## config.mk

```make
export PLATFORM = sky130hd
export DESIGN_NAME = ball_renderer
export DESIGN_NICKNAME = d
export VERILOG_FILES = /design/src/rtl/ball_renderer.sv
export SDC_FILE = /design/constraint.sdc
export NUM_CORES = 1
export LEC_CHECK = 0
export ABC_AREA = 0
export CAP_MARGIN = 5
export CORE_ASPECT_RATIO = 2
export CORE_MARGIN = 2
export CORE_UTILIZATION = 57
export CTS_CLUSTER_DIAMETER = 80
export DETAILED_ROUTE_END_ITERATION = 16
export GPL_TIMING_DRIVEN = 0
export PLACE_DENSITY_LB_ADDON = 0.05
export SKIP_LAST_GASP = 1
export SLEW_MARGIN = 20
export SYNTH_ARGS = -nofsm -noshare
export SYNTH_HDL_FRONTEND = slang
export SYNTH_SLANG_ARGS = --single-unit
```

## constraint.sdc

```tcl
create_clock -name clk -period 5 [get_ports clk]
set_input_delay 1 -clock clk [delete_from_list [all_inputs] [get_ports clk]]
set_output_delay 1 -clock clk [all_outputs]
set_load 0.01 [all_outputs]
```

## src/rtl/ball_renderer.sv

```systemverilog
// Ball square renderer: accepts positions over valid/ready, erases the previous
// square to background, then paints the new one, one pixel per clock.
module ball_renderer #(
  parameter int unsigned BALL_SIZE   = 4,
  parameter int unsigned X_MAX       = 160,
  parameter int unsigned Y_MAX       = 120,
  parameter logic [2:0]  BG_COLOUR   = 3'b000,
  parameter logic [2:0]  BALL_COLOUR = 3'b111
) (
  input  logic       clk,
  input  logic       reset,
  input  logic [9:0] pos_x,
  input  logic [9:0] pos_y,
  input  logic       pos_valid,
  output logic       pos_ready,
  input  logic       clear,
  output logic [9:0] plot_x,
  output logic [9:0] plot_y,
  output logic [2:0] plot_colour,
  output logic       plot_en,
  output logic       busy
);

  typedef enum logic [1:0] {StIdle, StErase, StDraw, StClr} state_e;

  localparam logic [2:0] Last = 3'(BALL_SIZE - 1);

  state_e     state_q, state_d;
  logic [2:0] dx_q, dx_d, dy_q, dy_d;
  logic [9:0] new_x_q, new_x_d, new_y_q, new_y_d;
  logic [9:0] old_x_q, old_x_d, old_y_q, old_y_d;
  logic       have_old_q, have_old_d;

  // Pixel loaded into the output registers on the next edge
  logic        px_load;
  logic [9:0]  px_base_x, px_base_y;
  logic [2:0]  px_colour;
  logic [10:0] px_sum_x, px_sum_y;
  logic        last_px;

  assign last_px   = (dx_q == Last) && (dy_q == Last);
  assign pos_ready = (state_q == StIdle) && !clear;
  assign busy      = (state_q != StIdle);

  always_comb begin
    state_d    = state_q;
    dx_d       = dx_q;
    dy_d       = dy_q;
    new_x_d    = new_x_q;
    new_y_d    = new_y_q;
    old_x_d    = old_x_q;
    old_y_d    = old_y_q;
    have_old_d = have_old_q;
    px_load    = 1'b0;
    px_base_x  = old_x_q;
    px_base_y  = old_y_q;
    px_colour  = BG_COLOUR;

    unique case (state_q)
      StIdle: begin
        dx_d = '0;
        dy_d = '0;
        if (clear) begin
          if (have_old_q) begin
            state_d = StClr;
            px_load = 1'b1;
          end
        end else if (pos_valid) begin
          new_x_d = pos_x;
          new_y_d = pos_y;
          px_load = 1'b1;
          if (have_old_q && ((old_x_q != pos_x) || (old_y_q != pos_y))) begin
            state_d = StErase;
          end else begin
            state_d   = StDraw;
            px_base_x = pos_x;
            px_base_y = pos_y;
            px_colour = BALL_COLOUR;
          end
        end
      end
      StErase, StDraw, StClr: begin
        if (state_q == StDraw) begin
          px_base_x = new_x_q;
          px_base_y = new_y_q;
          px_colour = BALL_COLOUR;
        end
        if (!last_px) begin
          px_load = 1'b1;
          if (dx_q == Last) begin
            dx_d = '0;
            dy_d = dy_q + 3'd1;
          end else begin
            dx_d = dx_q + 3'd1;
          end
        end else begin
          dx_d = '0;
          dy_d = '0;
          unique case (state_q)
            StErase: begin
              state_d   = StDraw;
              px_load   = 1'b1;
              px_base_x = new_x_q;
              px_base_y = new_y_q;
              px_colour = BALL_COLOUR;
            end
            StDraw: begin
              state_d    = StIdle;
              old_x_d    = new_x_q;
              old_y_d    = new_y_q;
              have_old_d = 1'b1;
            end
            default: begin
              state_d    = StIdle;
              have_old_d = 1'b0;
            end
          endcase
        end
      end
      default: state_d = StIdle;
    endcase
  end

  // 11-bit sums so pixels past 1023 are clipped rather than wrapped
  assign px_sum_x = {1'b0, px_base_x} + {8'b0, dx_d};
  assign px_sum_y = {1'b0, px_base_y} + {8'b0, dy_d};

  always_ff @(posedge clk or posedge reset) begin
    if (reset) begin
      state_q     <= StIdle;
      dx_q        <= '0;
      dy_q        <= '0;
      new_x_q     <= '0;
      new_y_q     <= '0;
      old_x_q     <= '0;
      old_y_q     <= '0;
      have_old_q  <= 1'b0;
      plot_x      <= '0;
      plot_y      <= '0;
      plot_colour <= BG_COLOUR;
      plot_en     <= 1'b0;
    end else begin
      state_q    <= state_d;
      dx_q       <= dx_d;
      dy_q       <= dy_d;
      new_x_q    <= new_x_d;
      new_y_q    <= new_y_d;
      old_x_q    <= old_x_d;
      old_y_q    <= old_y_d;
      have_old_q <= have_old_d;
      if (px_load) begin
        plot_x      <= px_sum_x[9:0];
        plot_y      <= px_sum_y[9:0];
        plot_colour <= px_colour;
        plot_en     <= (px_sum_x < 11'(X_MAX)) && (px_sum_y < 11'(Y_MAX));
      end else begin
        plot_en <= 1'b0;
      end
    end
  end

endmodule

```

==> run_results.csv <==
group,metric,value,unit
status,outcome,"finished, final reports clean",
floorplan,rows,45,
timing,drv_slew,0,
floorplan,die_h,128,um
grt,grt_start_max_net_pins,39,
detailed_routing,vias,3525,
worst_setup_path,crit_slowest_cell,"or4b_1",
placement,gp_congestion,0.881,
timing,setup_ws,0.180,ns
pwr,swShare,38.1,%
timing,fin_skew,0.00783,ns
pwr,power_density,523,nW/um2
final_layout,syn_to_final_growth,22.8,%
synth,synth_edf_count,0,
synth,ys_types,68,
final_layout,num_antenna_cells,0,
synth,synth_cells,449,
clock_tree,cts.clk_slew.worst_paths,0.06,ns
placement,portBuffers,49,
final_layout,final_core_utilization,71.7,%
final_layout,n_fill_cell,571,
timing,tightest_slew,0.735,ns
clock_tree,cts_sinks,71,
worst_setup_path,end_kind,"register",
grt,antenna_found_initial,0,
worst_setup_path,critical_path.top_delay_family,"simple AND/OR/NAND/NOR gates",
timing,whs,0.481,ns
worst_setup_path,crit_buf_inv,2,
pwr,clockPowerShare,22.3,%
grt,grt_pass1_wl,17200,um
pwr,comb_power_share,46.9,%
synth,async_reset_ff_share,100,%
worst_setup_path,cp-start-kind,"input port",
timing,max_freq,207,MHz
synth,synth.avg_cell_area,9.74,um2
detailed_routing,routed_wl,10500,um
synth,synth_most_common_cell,"nand2_1",
synth,synth_common_cells,"nand2_1, dfrtp_1, nor2_1",
synth,ys_warn_count,0,
pwr,p_int,1.74,mW
pwr,power,2.81,mW
synth,yosysTopAreaCell,"dfrtp_1",
floorplan,initial_core_util,58.4,%
timing,finalSetupTns,0,ns
synth,seq_area_frac_synth,40.6,%
clock_tree,clock_latency,0.34,ns
floorplan,core-area,7490,um2
clock_tree,cts_tree,"done",
grt,grt_pass1_vias,3362,
synth,synth_top_area_share,40.6,%
placement,dp_hpwl,8040,um
pwr,switchingPower,1.07,mW
synth,ys_top_cells_by_area,"dfrtp_1, mux2_2, nand2_1, xor2_1, ha_1",
worst_setup_path,critPathKind,"in2reg",
detailed_routing,avgViaCountPerCell,5.77,
worst_setup_path,cp_data_arrival_time,5.06,ns
clock_tree,cts_inserted_buffers,9,
grt,grtUsageTotal,27.6,%
synth,syn_area,4370,um2
worst_setup_path,slowest_delay,0.56,ns
pwr,pwr-share-seq,30.9,%
worst_setup_path,required,5.24,ns
timing,final_hold_viol_count,0,
final_layout,fin_nets,550,
clock_tree,cts.path.max_buffers,2,
detailed_routing,drtPass1Iterations,4,
synth,ys.flop_type,"dfrtp_1",
worst_setup_path,path_cells,"clkdlybuf4s50_1, xnor2_2, nand4_2, nor2_4, buf_4, a31oi_4, or2_2, o221a_2, ha_1, a21o_1, a21oi_1, nor4_2, or4b_1, mux2i_1, nand4_1, nor4b_2",
floorplan,fp.dieW,65.9,um
synth,synth-seq-cells,71,
worst_setup_path,cp_max_fo,15,
pwr,p_leak,2.45,nW
final_layout,drive_above_1_share,17.6,%
synth,syn-num-nets,487,
detailed_routing,ant_nets,0,
floorplan,ioPinCount,50,
clock_tree,h-tree-depth,3,
timing,worst_slew_margin_rel,51.0,%
flow_run,max-cap-violations,0,
pwr,vdd.ir_drop.worst,0.000287,V
detailed_routing,post_drt_wl_per_cell,17.2,um
detailed_routing,drt_iter0_drc,196,
timing,timing.final.crit_share,96.4,%
timing,finalSetupViolCount,0,
detailed_routing,drc_errors,0,
timing,period_needed,4.82,ns
worst_hold_path,hold_path_class,"reg2reg",
clock_tree,clock-root-buffer,"clkbuf_16",
floorplan,dieArea,8430,um2
placement,place_ws,-0.517,ns
grt,gr-total-overflow,0,
==> flip-flops by register name, summed over array words and instances (netlist names) <==
register / cells
plot_x: 10
new_x_q: 10
plot_y: 10
new_y_q: 10
plot_en: 1
dx_q: 3
dy_q: 3
old_x_q: 10
old_y_q: 10
state_q: 2
have_old_q: 1
plot_colour: 1
==> power by group through the flow <==
stage / combinational, mW / sequential [mW] / clock (mW)
floorplan: 0.867 / 0.881 / 0
global placement: 1.29 / 0.869 / 0
detailed placement: 1.31 / 0.876 / 0
CTS: 1.32 / 0.867 / 0.628
global route: 1.47 / 0.888 / 0.652
finish: 1.32 / 0.867 / 0.626
==> timing repair <==
item | in CTS | in global routing
resized for setup | 3 | 7
hold buffers | 0 | 0
setup buffers | 0 | 4
endpoints found under the hold margin | 0 | 0
setup endpoints to repair | 2 | 2
pin swaps | 0 | 4
==> layout by cell type (no fill, tap or decap), drive strengths merged, types with 6 or more instances in the layout <==
cell type,instances
nor3,6
o22ai,9
clkdlybuf4s50,46
nand2,86
ha,12
nor2,34
xor2,19
xnor2,17
inv,10
o21ai,19
a21oi,15
dfrtp,71
nand3,10
mux2,30
nor4,8
clkbuf,27
buf,11
==> stage by stage <==
stage / instances / area [um2]
after CTS: 608 / 5320
final: 611 / 5370
after floorplan: 449 / 4370
after detailed placement: 593 / 5000
after global routing: 611 / 5370
after global placement: 592 / 4980
==> cells by family (layout without fill, tap and decap cells) <==
| logic type | after synthesis | in the layout | share of synthesized area (%) |
|---|---|---|---|
| AND/OR/NAND/NOR | 182 | 182 | 21.9 |
| AO/OA/AOI/OAI | 80 | 80 | 13.4 |
| flip-flops | 71 | 71 | 40.6 |
| XOR/XNOR | 36 | 36 | 7.21 |
| multiplexers | 35 | 35 | 8.87 |
| buffers and inverters | 31 | 99 | 3.63 |
| adder cells (fa/ha/maj) | 14 | 14 | 4.35 |
==> worst reg2reg max path: cells and delay by family, from the launching register on <==
family | cells | cell delay, ns
buf+inv | 1 | 0.18
flops | 1 | 0.39
fa+ha+maj | 3 | 0.74
simple gates | 7 | 1.69
compound gates | 5 | 1.27
mux | 1 | 0.14
==> cell type report <==
type | count | area [um2] | share of cell area (%)
multi-input combinational | 347 | 2470 | 46.1
sequential | 71 | 1780 | 33.1
timing repair buffer | 54 | 548 | 10.2
clock buffer | 14 | 284 | 5.29
tap | 94 | 118 | 2.19
buffer | 19 | 116 | 2.17
inverter | 10 | 40.0 | 0.746
clock inverter | 2 | 12.5 | 0.233
==> layer usage <==
layer  GRT usage, %  share of wire (%)  up-vias  wire (um)
met5              0                  0        -          0
met4           13.2                3.6        0        376
met3           4.21                3.1       22        325
met2           47.1                 52       96       5470
met1           33.3                 41     1693       4360
li1               -                  -     1714          -
==> final timing paths <==
check | from | end | slack (ns) | cells past startpoint
setup / recovery | pos_x[7] | plot_en$_DFF_PP0_ | 0.18 | 16
hold / removal | plot_x[6]$_DFFE_PP0P_ | plot_x[6]$_DFFE_PP0P_ | 0.48 | 2
setup reg to reg | dy_q[0]$_DFF_PP0_ | plot_en$_DFF_PP0_ | 0.50 | 17
hold reg to reg | plot_x[6]$_DFFE_PP0P_ | plot_x[6]$_DFFE_PP0P_ | 0.48 | 2
max in group asynchronous | reset | new_x_q[5]$_DFFE_PP0P_ | 3.44 | 3
min in group asynchronous | reset | old_y_q[1]$_DFFE_PP0P_ | 1.02 | 2
Power figures use the tool's default switching activity.
